--- src/rtl/alu_seq_param.sv ---
`default_nettype none
// ============================================================================
// Module   : alu_seq_param
// Purpose  : Multi-cycle sequential ALU with a WIDTH-bit datapath. It sits
//            between the control sequencer and the shared data bus. After
//            start, the M word and then the Q word arrive serially on inbus.
//            The block executes the operation and returns one or two
//            registered words on outbus, together with registered NZCV flags.
//            ADD/SUB/logic ops take one EXEC cycle. Booth MUL and restoring
//            DIV take WIDTH EXEC cycles. Shifts take one EXEC cycle per bit.
// Ports    : clk            rising-edge clock
//            rst_b          asynchronous active-low reset
//            start          begin operation (sampled only in IDLE)
//            s[3:0]         opcode, captured with start
//            inbus[W-1:0]   operand bus (M, then Q)
//            outbus[W-1:0]  registered result word
//            negative/zero/carry/overflow  registered flags
//            finish         one-cycle strobe with the final result word
//            busy           high whenever not IDLE
// Options  : define ALU_ROTATE_EN to enable ROL (1011) and ROR (1100)
// Revision : 1.0 - initial release
// ============================================================================
module alu_seq_param #(
  parameter int WIDTH = 16,
  parameter int CNT_W = $clog2(WIDTH)
) (
  input  logic             clk,
  input  logic             rst_b,
  input  logic             start,
  input  logic [3:0]       s,
  input  logic [WIDTH-1:0] inbus,
  output logic [WIDTH-1:0] outbus,
  output logic             negative,
  output logic             zero,
  output logic             carry,
  output logic             overflow,
  output logic             finish,
  output logic             busy
);

  localparam logic [3:0] OP_ADD = 4'b0000;
  localparam logic [3:0] OP_SUB = 4'b0001;
  localparam logic [3:0] OP_AND = 4'b0010;
  localparam logic [3:0] OP_OR  = 4'b0011;
  localparam logic [3:0] OP_XOR = 4'b0100;
  localparam logic [3:0] OP_NOT = 4'b0101;
  localparam logic [3:0] OP_MUL = 4'b0110;
  localparam logic [3:0] OP_DIV = 4'b0111;
  localparam logic [3:0] OP_SHL = 4'b1000;
  localparam logic [3:0] OP_SHR = 4'b1001;
  localparam logic [3:0] OP_SRA = 4'b1010;
`ifdef ALU_ROTATE_EN
  localparam logic [3:0] OP_ROL = 4'b1011;
  localparam logic [3:0] OP_ROR = 4'b1100;
`endif
  localparam logic [CNT_W-1:0] CNT_MAX = CNT_W'(WIDTH - 1);

  typedef enum logic [2:0] {
    ST_IDLE   = 3'd0,
    ST_LOAD_M = 3'd1,
    ST_LOAD_Q = 3'd2,
    ST_EXEC   = 3'd3,
    ST_OUT_HI = 3'd4,
    ST_OUT_LO = 3'd5
  } state_t;

  state_t             state_q, state_d;
  logic [3:0]         op_q, op_d;
  logic [WIDTH-1:0]   m_q, m_d;
  logic [WIDTH-1:0]   q_q, q_d;
  logic [WIDTH:0]     a_q, a_d;       // extra bit keeps Booth and divide steps overflow-free
  logic               q1_q, q1_d;     // Booth q(-1) bit
  logic [CNT_W-1:0]   cnt_q, cnt_d;
  logic [WIDTH-1:0]   outbus_q, outbus_d;
  logic               n_q, n_d, z_q, z_d, c_q, c_d, v_q, v_d;
  logic               finish_q, finish_d;

  // Single-cycle datapath
  logic               add_sub;
  logic [WIDTH-1:0]   add_b;
  logic [WIDTH:0]     add_sum;
  logic [WIDTH-1:0]   alu_res;
  logic               alu_c, alu_v;

  always_comb begin
    add_sub = (op_q == OP_SUB);
    add_b   = add_sub ? ~m_q : m_q;
    add_sum = {1'b0, q_q} + {1'b0, add_b} + {{WIDTH{1'b0}}, add_sub};
    alu_res = '0;
    alu_c   = 1'b0;
    alu_v   = 1'b0;
    case (op_q)
      OP_ADD, OP_SUB: begin
        alu_res = add_sum[WIDTH-1:0];
        alu_c   = add_sum[WIDTH];
        alu_v   = (q_q[WIDTH-1] == add_b[WIDTH-1]) && (add_sum[WIDTH-1] != q_q[WIDTH-1]);
      end
      OP_AND:  alu_res = q_q & m_q;
      OP_OR:   alu_res = q_q | m_q;
      OP_XOR:  alu_res = q_q ^ m_q;
      OP_NOT:  alu_res = ~q_q;
      default: alu_res = '0;
    endcase
  end

  // One Booth step and one restoring-divide step
  logic [WIDTH:0]     m_ext, booth_sum, mul_a_nx, div_sh, div_diff, div_a_nx;
  logic [WIDTH-1:0]   mul_q_nx, div_q_nx;
  logic               div_ok;

  always_comb begin
    m_ext = {m_q[WIDTH-1], m_q};
    case ({q_q[0], q1_q})
      2'b01:   booth_sum = a_q + m_ext;
      2'b10:   booth_sum = a_q - m_ext;
      default: booth_sum = a_q;
    endcase
    mul_a_nx = {booth_sum[WIDTH], booth_sum[WIDTH:1]};
    mul_q_nx = {booth_sum[0], q_q[WIDTH-1:1]};
    div_sh   = {a_q[WIDTH-1:0], q_q[WIDTH-1]};
    div_diff = div_sh - {1'b0, m_q};
    div_ok   = ~div_diff[WIDTH];
    div_a_nx = div_ok ? div_diff : div_sh;
    div_q_nx = {q_q[WIDTH-2:0], div_ok};
  end

  // One-bit shift / rotate step
  logic               is_shift;
  logic [WIDTH-1:0]   shift_nx;
  logic               rot_c_nx;

  always_comb begin
    is_shift = 1'b0;
    shift_nx = q_q;
    rot_c_nx = 1'b0;
    case (op_q)
      OP_SHL: begin is_shift = 1'b1; shift_nx = {q_q[WIDTH-2:0], 1'b0}; end
      OP_SHR: begin is_shift = 1'b1; shift_nx = {1'b0, q_q[WIDTH-1:1]}; end
      OP_SRA: begin is_shift = 1'b1; shift_nx = {q_q[WIDTH-1], q_q[WIDTH-1:1]}; end
`ifdef ALU_ROTATE_EN
      OP_ROL: begin
        is_shift = 1'b1;
        shift_nx = {q_q[WIDTH-2:0], q_q[WIDTH-1]};
        rot_c_nx = q_q[WIDTH-1];
      end
      OP_ROR: begin
        is_shift = 1'b1;
        shift_nx = {q_q[0], q_q[WIDTH-1:1]};
        rot_c_nx = q_q[0];
      end
`endif
      default: ;
    endcase
  end

  logic [CNT_W-1:0]   shamt, cnt_inc;
  logic               is_muldiv;
  logic               fin_load;
  logic [WIDTH-1:0]   fin_res;
  logic               fin_c, fin_v, fin_hi_n, fin_hi_z;

  always_comb begin
    state_d  = state_q;
    op_d     = op_q;
    m_d      = m_q;
    q_d      = q_q;
    a_d      = a_q;
    q1_d     = q1_q;
    cnt_d    = cnt_q;
    outbus_d = outbus_q;
    n_d      = n_q;
    z_d      = z_q;
    c_d      = c_q;
    v_d      = v_q;
    finish_d = 1'b0;
    fin_load = 1'b0;
    fin_res  = '0;
    fin_c    = 1'b0;
    fin_v    = 1'b0;
    fin_hi_n = 1'b0;
    fin_hi_z = 1'b0;
    shamt     = m_q[CNT_W-1:0];
    cnt_inc   = cnt_q + CNT_W'(1);
    is_muldiv = (op_q == OP_MUL) || (op_q == OP_DIV);

    case (state_q)
      ST_IDLE: begin
        if (start) begin
          op_d    = s;
          state_d = ST_LOAD_M;
        end
      end
      ST_LOAD_M: begin
        m_d     = inbus;
        state_d = ST_LOAD_Q;
      end
      ST_LOAD_Q: begin
        q_d   = inbus;
        a_d   = '0;
        q1_d  = 1'b0;
        cnt_d = '0;
        // A zero shift amount has nothing to execute: Q goes straight out.
        if (is_shift && (shamt == '0)) begin
          state_d  = ST_OUT_LO;
          fin_load = 1'b1;
          fin_res  = inbus;
        end else begin
          state_d = ST_EXEC;
        end
      end
      ST_EXEC: begin
        if (op_q == OP_MUL) begin
          a_d   = mul_a_nx;
          q_d   = mul_q_nx;
          q1_d  = q_q[0];
          cnt_d = cnt_inc;
          if (cnt_q == CNT_MAX) begin
            state_d  = ST_OUT_HI;
            outbus_d = mul_a_nx[WIDTH-1:0];
          end
        end else if (op_q == OP_DIV) begin
          a_d   = div_a_nx;
          q_d   = div_q_nx;
          cnt_d = cnt_inc;
          if (cnt_q == CNT_MAX) begin
            state_d  = ST_OUT_HI;
            outbus_d = div_q_nx;
          end
        end else if (is_shift) begin
          q_d   = shift_nx;
          cnt_d = cnt_inc;
          if (cnt_inc == shamt) begin
            state_d  = ST_OUT_LO;
            fin_load = 1'b1;
            fin_res  = shift_nx;
            fin_c    = rot_c_nx;
          end
        end else begin
          state_d  = ST_OUT_LO;
          fin_load = 1'b1;
          fin_res  = alu_res;
          fin_c    = alu_c;
          fin_v    = alu_v;
        end
      end
      ST_OUT_HI: begin
        state_d  = ST_OUT_LO;
        fin_load = 1'b1;
        if (op_q == OP_MUL) begin
          fin_res  = q_q;
          fin_hi_n = a_q[WIDTH-1];
          fin_hi_z = ({a_q[WIDTH-1:0], q_q} == '0);
        end else begin
          fin_res  = a_q[WIDTH-1:0];
          fin_hi_n = q_q[WIDTH-1];
          fin_hi_z = (q_q == '0);
          fin_v    = (m_q == '0);
        end
      end
      ST_OUT_LO: state_d = ST_IDLE;
      default:   state_d = ST_IDLE;
    endcase

    if (fin_load) begin
      outbus_d = fin_res;
      finish_d = 1'b1;
      c_d      = fin_c;
      v_d      = fin_v;
      // Two-word results take N/Z from the product or the quotient.
      n_d      = is_muldiv ? fin_hi_n : fin_res[WIDTH-1];
      z_d      = is_muldiv ? fin_hi_z : (fin_res == '0);
    end
  end

  always_ff @(posedge clk or negedge rst_b) begin
    if (!rst_b) begin
      state_q  <= ST_IDLE;
      op_q     <= '0;
      m_q      <= '0;
      q_q      <= '0;
      a_q      <= '0;
      q1_q     <= 1'b0;
      cnt_q    <= '0;
      outbus_q <= '0;
      n_q      <= 1'b0;
      z_q      <= 1'b0;
      c_q      <= 1'b0;
      v_q      <= 1'b0;
      finish_q <= 1'b0;
    end else begin
      state_q  <= state_d;
      op_q     <= op_d;
      m_q      <= m_d;
      q_q      <= q_d;
      a_q      <= a_d;
      q1_q     <= q1_d;
      cnt_q    <= cnt_d;
      outbus_q <= outbus_d;
      n_q      <= n_d;
      z_q      <= z_d;
      c_q      <= c_d;
      v_q      <= v_d;
      finish_q <= finish_d;
    end
  end

  assign outbus   = outbus_q;
  assign negative = n_q;
  assign zero     = z_q;
  assign carry    = c_q;
  assign overflow = v_q;
  assign finish   = finish_q;
  assign busy     = (state_q != ST_IDLE);

endmodule
`default_nettype wire

--- config.mk ---
export PLATFORM = sky130hd
export DESIGN_NAME = alu_seq_param
export DESIGN_NICKNAME = d
export VERILOG_FILES = /design/src/rtl/alu_seq_param.sv
export SDC_FILE = /design/constraint.sdc
export NUM_CORES = 1
export LEC_CHECK = 0
export BUFFER_PORTS_ARGS = -buffer_cell sky130_fd_sc_hd__clkbuf_2
export CAP_MARGIN = 0
export CORE_MARGIN = 4
export CORE_UTILIZATION = 50
export DETAILED_ROUTE_END_ITERATION = 10
export GPL_TIMING_DRIVEN = 0
export HOLD_SLACK_MARGIN = 0.15
export PLACE_DENSITY = 0.7
export SLEW_MARGIN = 20
export SYNTH_ARGS = -nofsm -noshare
export SYNTH_HDL_FRONTEND = slang
export SYNTH_SLANG_ARGS = --single-unit
--- constraint.sdc ---
create_clock -name clk -period 4.7 [get_ports clk]
set_clock_uncertainty 0.1 [all_clocks]
set_input_delay 0.705 -clock clk [delete_from_list [all_inputs] [get_ports clk]]
set_output_delay 0.705 -clock clk [all_outputs]
set_load 0.01 [all_outputs]
==> metrics.txt, run 1 <==
status=complete, but fails checks; violated checks=design-rule violations; Longest Clk Path Bufs=2; data arrival time of the critical path=4.72 ns; Min-Delay Path Class=in2async; Slew @ Worst Pin=0.806 ns; Root Buffer=clkbuf_16; vias in the first global route=9681; TritonCTS clock tree=yes; Critical Path Start=op_q[2]; Slew HR=44.9%; Distinct cells, synth=86; crit-path leading delay family=compound AO/OA/AOI/OAI gates; Clock H-tree levels=3; syn nets=1350; Reg-to-Reg End=zero; Vias per Instance=6.79; Row Count=49; nets=1404; WP buf/inv=3; post-synth top area share=22.0%; worst-path fanout max=10; flop2flop setup slack=0.12 ns; Pre-Repair DR Iteration Count=9; largest net degree at the start of global routing=83; CP Launch Type=flop; post-synthesis cell count=1238; fin crit period=4.58 ns; RR Startpoint=op_q[2]; Max Transition Viols Final=0; via count=10400; CP required=4.84 ns; total track usage=37.3%; unrepaired setup endpoints after global routing=false; initial antenna violation count=0; share of synthesized registers carrying an async set or reset=100%; final hold viol count=0; Starting Density=51.4%; fillcell total=1788; register area share after synthesis=22.0%; DIE HEIGHT=145 microns; period utilization=97.4%; Avg Inst Size Synth=7.54 sq um; Max Fclk=0.218 GHz; die width=145 microns; Synth Register Bits=82; Clock transition at path regs=0.07 ns; max incr delay on CP=0.49 ns; DRT Wirelength=39.2 mm; P&R area growth vs syn=9.17%; WS Path Type=reg2reg; # clock sinks=82; Die ar.=0.0209 sq mm; n_diodes=0; Final setup viols=0; drt wl/cell=25.7 microns; Iter 0 DRT Violations=1269; core area=0.0181 sq mm; Skew-Pair Late Insertion Delay=0.35 ns; CP max stage cell=a221oi_1; placed cells=1511; predominant post-synthesis flop cell=dfrtp_1; first-pass GRT wire length=58.5 mm; Port-buffer cells=44; yosys warns=0; share of cells above drive strength 1=8.87%; Most common cell on crit path=buf_2; max_cap viols=0; global route total overflow=0; I/O pin count=45; Finished Layout Cells=1526; Util after Layout=56.2%; critical path, cell by cell=buf_2 > nor4b_1 > buf_2 > clkbuf_4 > nand2_1 > o21ai_0 > fa_1 > a21oi_1 > o221ai_2 > o32ai_1 > a211o_1 > a221oi_1 > o2111ai_1 > nor4_1 > nand4_1 > o41ai_2; reg2reg path depth=16; Synth area leader=dfrtp_1; nature of the critical path endpoint=flop; Post-DP HPWL=30.2 mm; placer congestion estimate=1.01; CTS buffer count=9; Netlist Area Pre-Place=0.00934 sq mm; drc violations=1; top cells by area, synth=dfrtp_1 (22%), ha_1 (12%), a21oi_1 (6.7%); EDFF count, synth=0; DRT antenna net count=0
-- sequential cells by signal, indices dropped and copies added, names as in the netlist, 3 cells and up --
name,count
a_q,17
m_q,16
outbus,16
q_q,16
cnt_q,4
op_q,4
state_q,3
-- worst max path at each step --
stage	endpoint	depth (start not counted)	slack (ns)
floorplan	a_q[11]	20	0.82
global placement	a_q[15]	19	-0.35
detailed placement	a_q[15]	19	-0.37
CTS	a_q[12]	20	0.03
global route	a_q[12]	20	0.01
finish	zero	16	0.12
-- worst reg2reg max path, delay by kind of cell (launching register included) --
| family | cells | cell delay (ns) |
|---|---|---|
| compound gates | 8 | 1.98 |
| fa+ha+maj | 1 | 0.26 |
| buf+inv | 3 | 0.80 |
| flops | 1 | 0.39 |
| simple gates | 4 | 0.95 |
-- cells in the final DEF (no fill, tap or decap), drive strengths merged, types with 33 or more instances in the layout --
| cell type | count |
|---|---|
| dfrtp | 82 |
| o21ai | 99 |
| xnor2 | 58 |
| nand2 | 127 |
| nand3 | 37 |
| ha | 86 |
| nor2 | 98 |
| clkbuf | 124 |
| a21oi | 125 |
| inv | 50 |
| a31oi | 33 |
-- logic make-up (layout without fill, tap and decap cells) --
| family | count (synthesis) | in the layout | share of synthesized area, % |
|---|---|---|---|
| DFF | 82 | 82 | 22.0 |
| adders and majority gates | 89 | 89 | 12.2 |
| muxes | 19 | 19 | 2.09 |
| AOI/OAI and AO/OA | 452 | 452 | 31.3 |
| buffers and inverters | 144 | 203 | 6.25 |
| xor gates and xnor gates | 70 | 70 | 6.57 |
| and+or+nand+nor | 382 | 382 | 19.6 |
-- timing repair --
| item | in CTS | in global routing |
|---|---|---|
| gates resized for setup | 6 | 11 |
| setup endpoints to repair | 17 | 20 |
| hold endpoints to repair | 0 | 0 |
| hold buffers | 0 | 0 |
| pin swaps | 0 | 0 |
| buffers inserted | 0 | 0 |
-- per-layer routing --
layer	vias up	share of wire (%)	wire, microns	track usage [%]
met1	4867	41	16000	50.8
met3	150	9.6	3760	5.32
li1	4670	-	-	-
met4	0	5.3	2080	17.6
met5	-	0	0	0
met2	673	44	17300	58.4
-- final cells by class --
type / instances / area, sq um / area share [%]
multi-input cells: 1012 / 6720 / 65.9
flip-flops and latches: 82 / 2050 / 20.1
plain buffers: 91 / 397 / 3.89
well taps: 229 / 287 / 2.81
clock buffers: 12 / 256 / 2.52
repair buffers: 44 / 229 / 2.25
inverters: 52 / 204 / 2.00
clock inverters: 4 / 50.0 / 0.491
-- metrics by stage --
step | setup TNS [ns] | setup slack (ns) | cell area (sq um) | hold WS [ns]
global route | 0 | 0.0124 | 10200 | 0.358
CTS | 0 | 0.0286 | 10200 | 0.330
floorplan | 0 | 0.816 | 9340 | 0.309
detailed placement | -4.01 | -0.372 | 9860 | 0.398
global placement | -3.67 | -0.353 | 9840 | 0.386
finish | 0 | 0.123 | 10200 | 0.299
-- cells in the mapped netlist, types with 6 or more instances --
library cell  instances
nand4_1               7
o22ai_1              20
o221ai_1             18
nor4_1               14
nor2b_1              18
o21ai_0              96
a31oi_1              32
inv_1                50
a221oi_1              8
nand3_1              36
xor2_1               12
a21o_1               16
nor2_1               96
clkbuf_1             68
o21a_1                8
buf_1                 6
o31ai_1              12
ha_1                 86
a21oi_1             125
mux2i_1              15
and2_1                8
nor3_1               28
and3_1                6
o211ai_1             20
dfrtp_1              82
a2111oi_0             6
nand2_1             124
xnor2_1              58
a211oi_1             24
nand2b_1             13
buf_2                15
Power of run 1 is not shown: default switching activity piles up to over one toggle a cycle in this logic, so the estimate is an artifact.
==> run 2, diff against run 1 <==
--- a/config.mk
+++ b/config.mk
@@ -5,6 +5,7 @@
 export SDC_FILE = /design/constraint.sdc
 export NUM_CORES = 1
 export LEC_CHECK = 0
+export ABC_AREA = 1
 export BUFFER_PORTS_ARGS = -buffer_cell sky130_fd_sc_hd__clkbuf_2
 export CAP_MARGIN = 0
 export CORE_MARGIN = 4
==> run 2 against run 1 <==
Compared with the run above: the flow now finishes without violations; routed wire length down 9.5%; design area down 2.2%; utilization down 0.69 points; final cell count up 11%.
==> metrics.txt, run 2 <==
CP Launch Type=flop; CP required=4.81 ns (-0.03 ns); unrepaired setup endpoints after global routing=false; most frequent cells in the layout=nand2_1 (302), o21ai_0 (175), nor2_1 (138); Max Transition Viols Final=0 (unchanged); WP buf/inv=5 (+2); max_cap viols=0 (unchanged); P&R area growth vs syn=9.20% (about the same); nature of the critical path endpoint=flop; Clock H-tree levels=3 (unchanged); NetSw=4.63 mW; Final setup viols=0 (unchanged); via count=10600 (+2.6%); # clock sinks=82 (unchanged); Post-DP HPWL=28.1 mm (-7.0%); Logic pwr share=72.5%; Root Buffer=clkbuf_16; Slew HR=33.4% (-11 points); final instance area=0.00996 sq mm (-2.2%); hold-fix buffers at CTS=0 (unchanged); Skew-Pair Late Insertion Delay=0.36 ns (about the same); most common cell in the synthesized netlist=nand2_1; Most common cell on crit path=nand2_1; leak pwr=4.91 nW; Die ar.=0.0205 sq mm (-2.1%); DRT Wirelength=35.5 mm (-9.5%); P_int=3.33 mW; syn nets=1523 (+13%); fin crit period=4.32 ns (-0.261 ns); initial antenna violation count=0 (unchanged); Post-Route Setup TNS=0 ns (unchanged); drt wl/cell=20.9 microns (-19%); Pre-Repair DR Iteration Count=6 (-3); total track usage=34.7% (-2.6 points); Port-buffer cells=44 (unchanged); Vias per Instance=6.25 (-7.9%); Slew @ Worst Pin=0.974 ns (+0.168 ns); Longest Clk Path Bufs=2 (unchanged); top cells by area, synth=dfrtp_1 (22%), nand2_1 (12%), ha_1 (12%); Sw Ratio=58.2%; Clock transition at path regs=0.06 ns (about the same); Synth area leader=dfrtp_1; share of cells above drive strength 1=7.75% (-1.1 points); post-synthesis cell count=1411 (+14%); predominant post-synthesis flop cell=dfrtp_1; CTS buffer count=9 (unchanged); WS Path Type=reg2reg; Biggest register=a_q; Reg power frac=17.7%; vias in the first global route=9910 (+2.4%); placed cell areas=0.00964 sq mm (-2.2%); worst vdd ir=0.000384 V; largest net degree at the start of global routing=83 (unchanged); Row Count=49 (unchanged); Max Fclk=0.232 GHz (+6.0%); nets=1579 (+12%); top post-synthesis cells by count=nand2_1 (302), o21ai_0 (175), nor2_1 (138); Util after Layout=55.5% (-0.69 points); final total power=7.96 mW; I/O pin count=45 (unchanged); status=complete, no violations; Avg Inst Size Synth=6.47 sq um (-14%); global route total overflow=0 (unchanged); final hold viol count=0 (unchanged); Clock Power Share=9.7%; yosys warns=0 (unchanged); core area=0.0180 sq mm (-1.0%); DIE HEIGHT=143 microns (-1.1%); Min-Delay Path Class=in2async; TritonCTS clock tree=yes; n_diodes=0 (unchanged); die width=143 microns (-1.1%); share of synthesized registers carrying an async set or reset=100% (unchanged); leading cell type in the layout, fill and taps excluded=nand2_1; drc violations=0 (-1); max reg flops=17 (unchanged); max incr delay on CP=0.39 ns (-0.10 ns); period utilization=91.8% (-5.5 points); worst-path fanout max=10 (unchanged); first-pass GRT wire length=55.0 mm (-5.9%); Netlist Area Pre-Place=0.00912 sq mm (-2.3%); EDFF count, synth=0 (unchanged); Iter 0 DRT Violations=1487 (+17%); data arrival time of the critical path=4.43 ns (-0.29 ns); Distinct cells, synth=53 (-38%); Pwr Density=799 mW/mm^2; placer congestion estimate=1.02 (+1.0%); DRT antenna net count=0 (unchanged); crit-path leading delay family=buffers and inverters; post-synth top area share=22.5% (+0.51 points); Synth Register Bits=82 (unchanged); CP max stage cell=dfrtp_1; register area share after synthesis=22.5% (+0.51 points); Starting Density=50.8% (-0.65 points)
-- run 2: metrics by stage --
step	hold slack (ns)	cells	setup WS [ns]
final	0.280	1700	0.384
after global routing	0.352	1700	0.0325
after CTS	0.345	1699	0.00252
after detailed placement	0.376	1684	-0.248
after global placement	0.367	1684	-0.229
after floorplan	0.309	1411	1.18
-- run 2: cell type report --
class | instances | area (sq um)
Clock inverter | 5 | 80.1
Buffer | 52 | 226
Inverter | 157 | 598
Sequential cell | 82 | 2050
Fill cell | 1855 | 8000
Tap cell | 229 | 287
Multi-Input combinational cell | 1120 | 6250
Timing Repair Buffer | 45 | 236
Clock buffer | 10 | 229
-- run 2: timing repair --
action,in CTS,in global routing
gates resized for setup,1,6
endpoints found under the setup margin,7,18
setup buffers,0,1
-- run 2: path summary, 6_finish.rpt --
path,slack (ns),depth (start not counted),from,endpoint
min reg2reg,0.40,2,outbus[2],outbus[2]
max in group asynchronous,3.70,1,rst_b,q_q[2]
min in group clk,0.40,2,outbus[2],outbus[2]
max reg2reg,0.38,25,q_q[15],q_q[0]
max,0.38,25,q_q[15],q_q[0]
min,0.28,1,rst_b,q_q[9]
-- run 2: logic make-up after synthesis --
logic type                 count (synthesis)  share of synthesized area [%]
and+or+nand+nor                          588                           27.4
AOI/OAI and AO/OA                        401                           24.7
buffers and inverters                    209                           8.96
adders and majority gates                 89                           12.5
DFF                                       82                           22.5
xor gates and xnor gates                  42                           4.03
-- run 2: worst reg2reg max path, delay by kind of cell (launching register included) --
family,cells,cell delay (ns)
fa+ha+maj,3,0.78
buf+inv,5,1.13
flops,1,0.39
simple gates,12,1.05
compound gates,5,0.73
-- run 2: layer usage --
| layer | GRT usage [%] | vias up | routed length, microns |
|---|---|---|---|
| met5 | 0 | - | 0 |
| met4 | 16.2 | 0 | 1760 |
| met3 | 4.86 | 129 | 3820 |
| met2 | 51.8 | 720 | 14900 |
| met1 | 49.5 | 4861 | 15000 |
| li1 | - | 4917 | - |
-- run 2: power by group through the flow --
stage | logic, mW | clock network, mW | registers [mW]
global placement | 5.50 | 0 | 1.40
CTS | 5.61 | 0.777 | 1.39
finish | 5.77 | 0.775 | 1.41
global route | 6.41 | 0.806 | 1.43
detailed placement | 5.57 | 0 | 1.40
floorplan | 4.01 | 0 | 1.28
No activity file was read; power rests on OpenSTA's default activity.
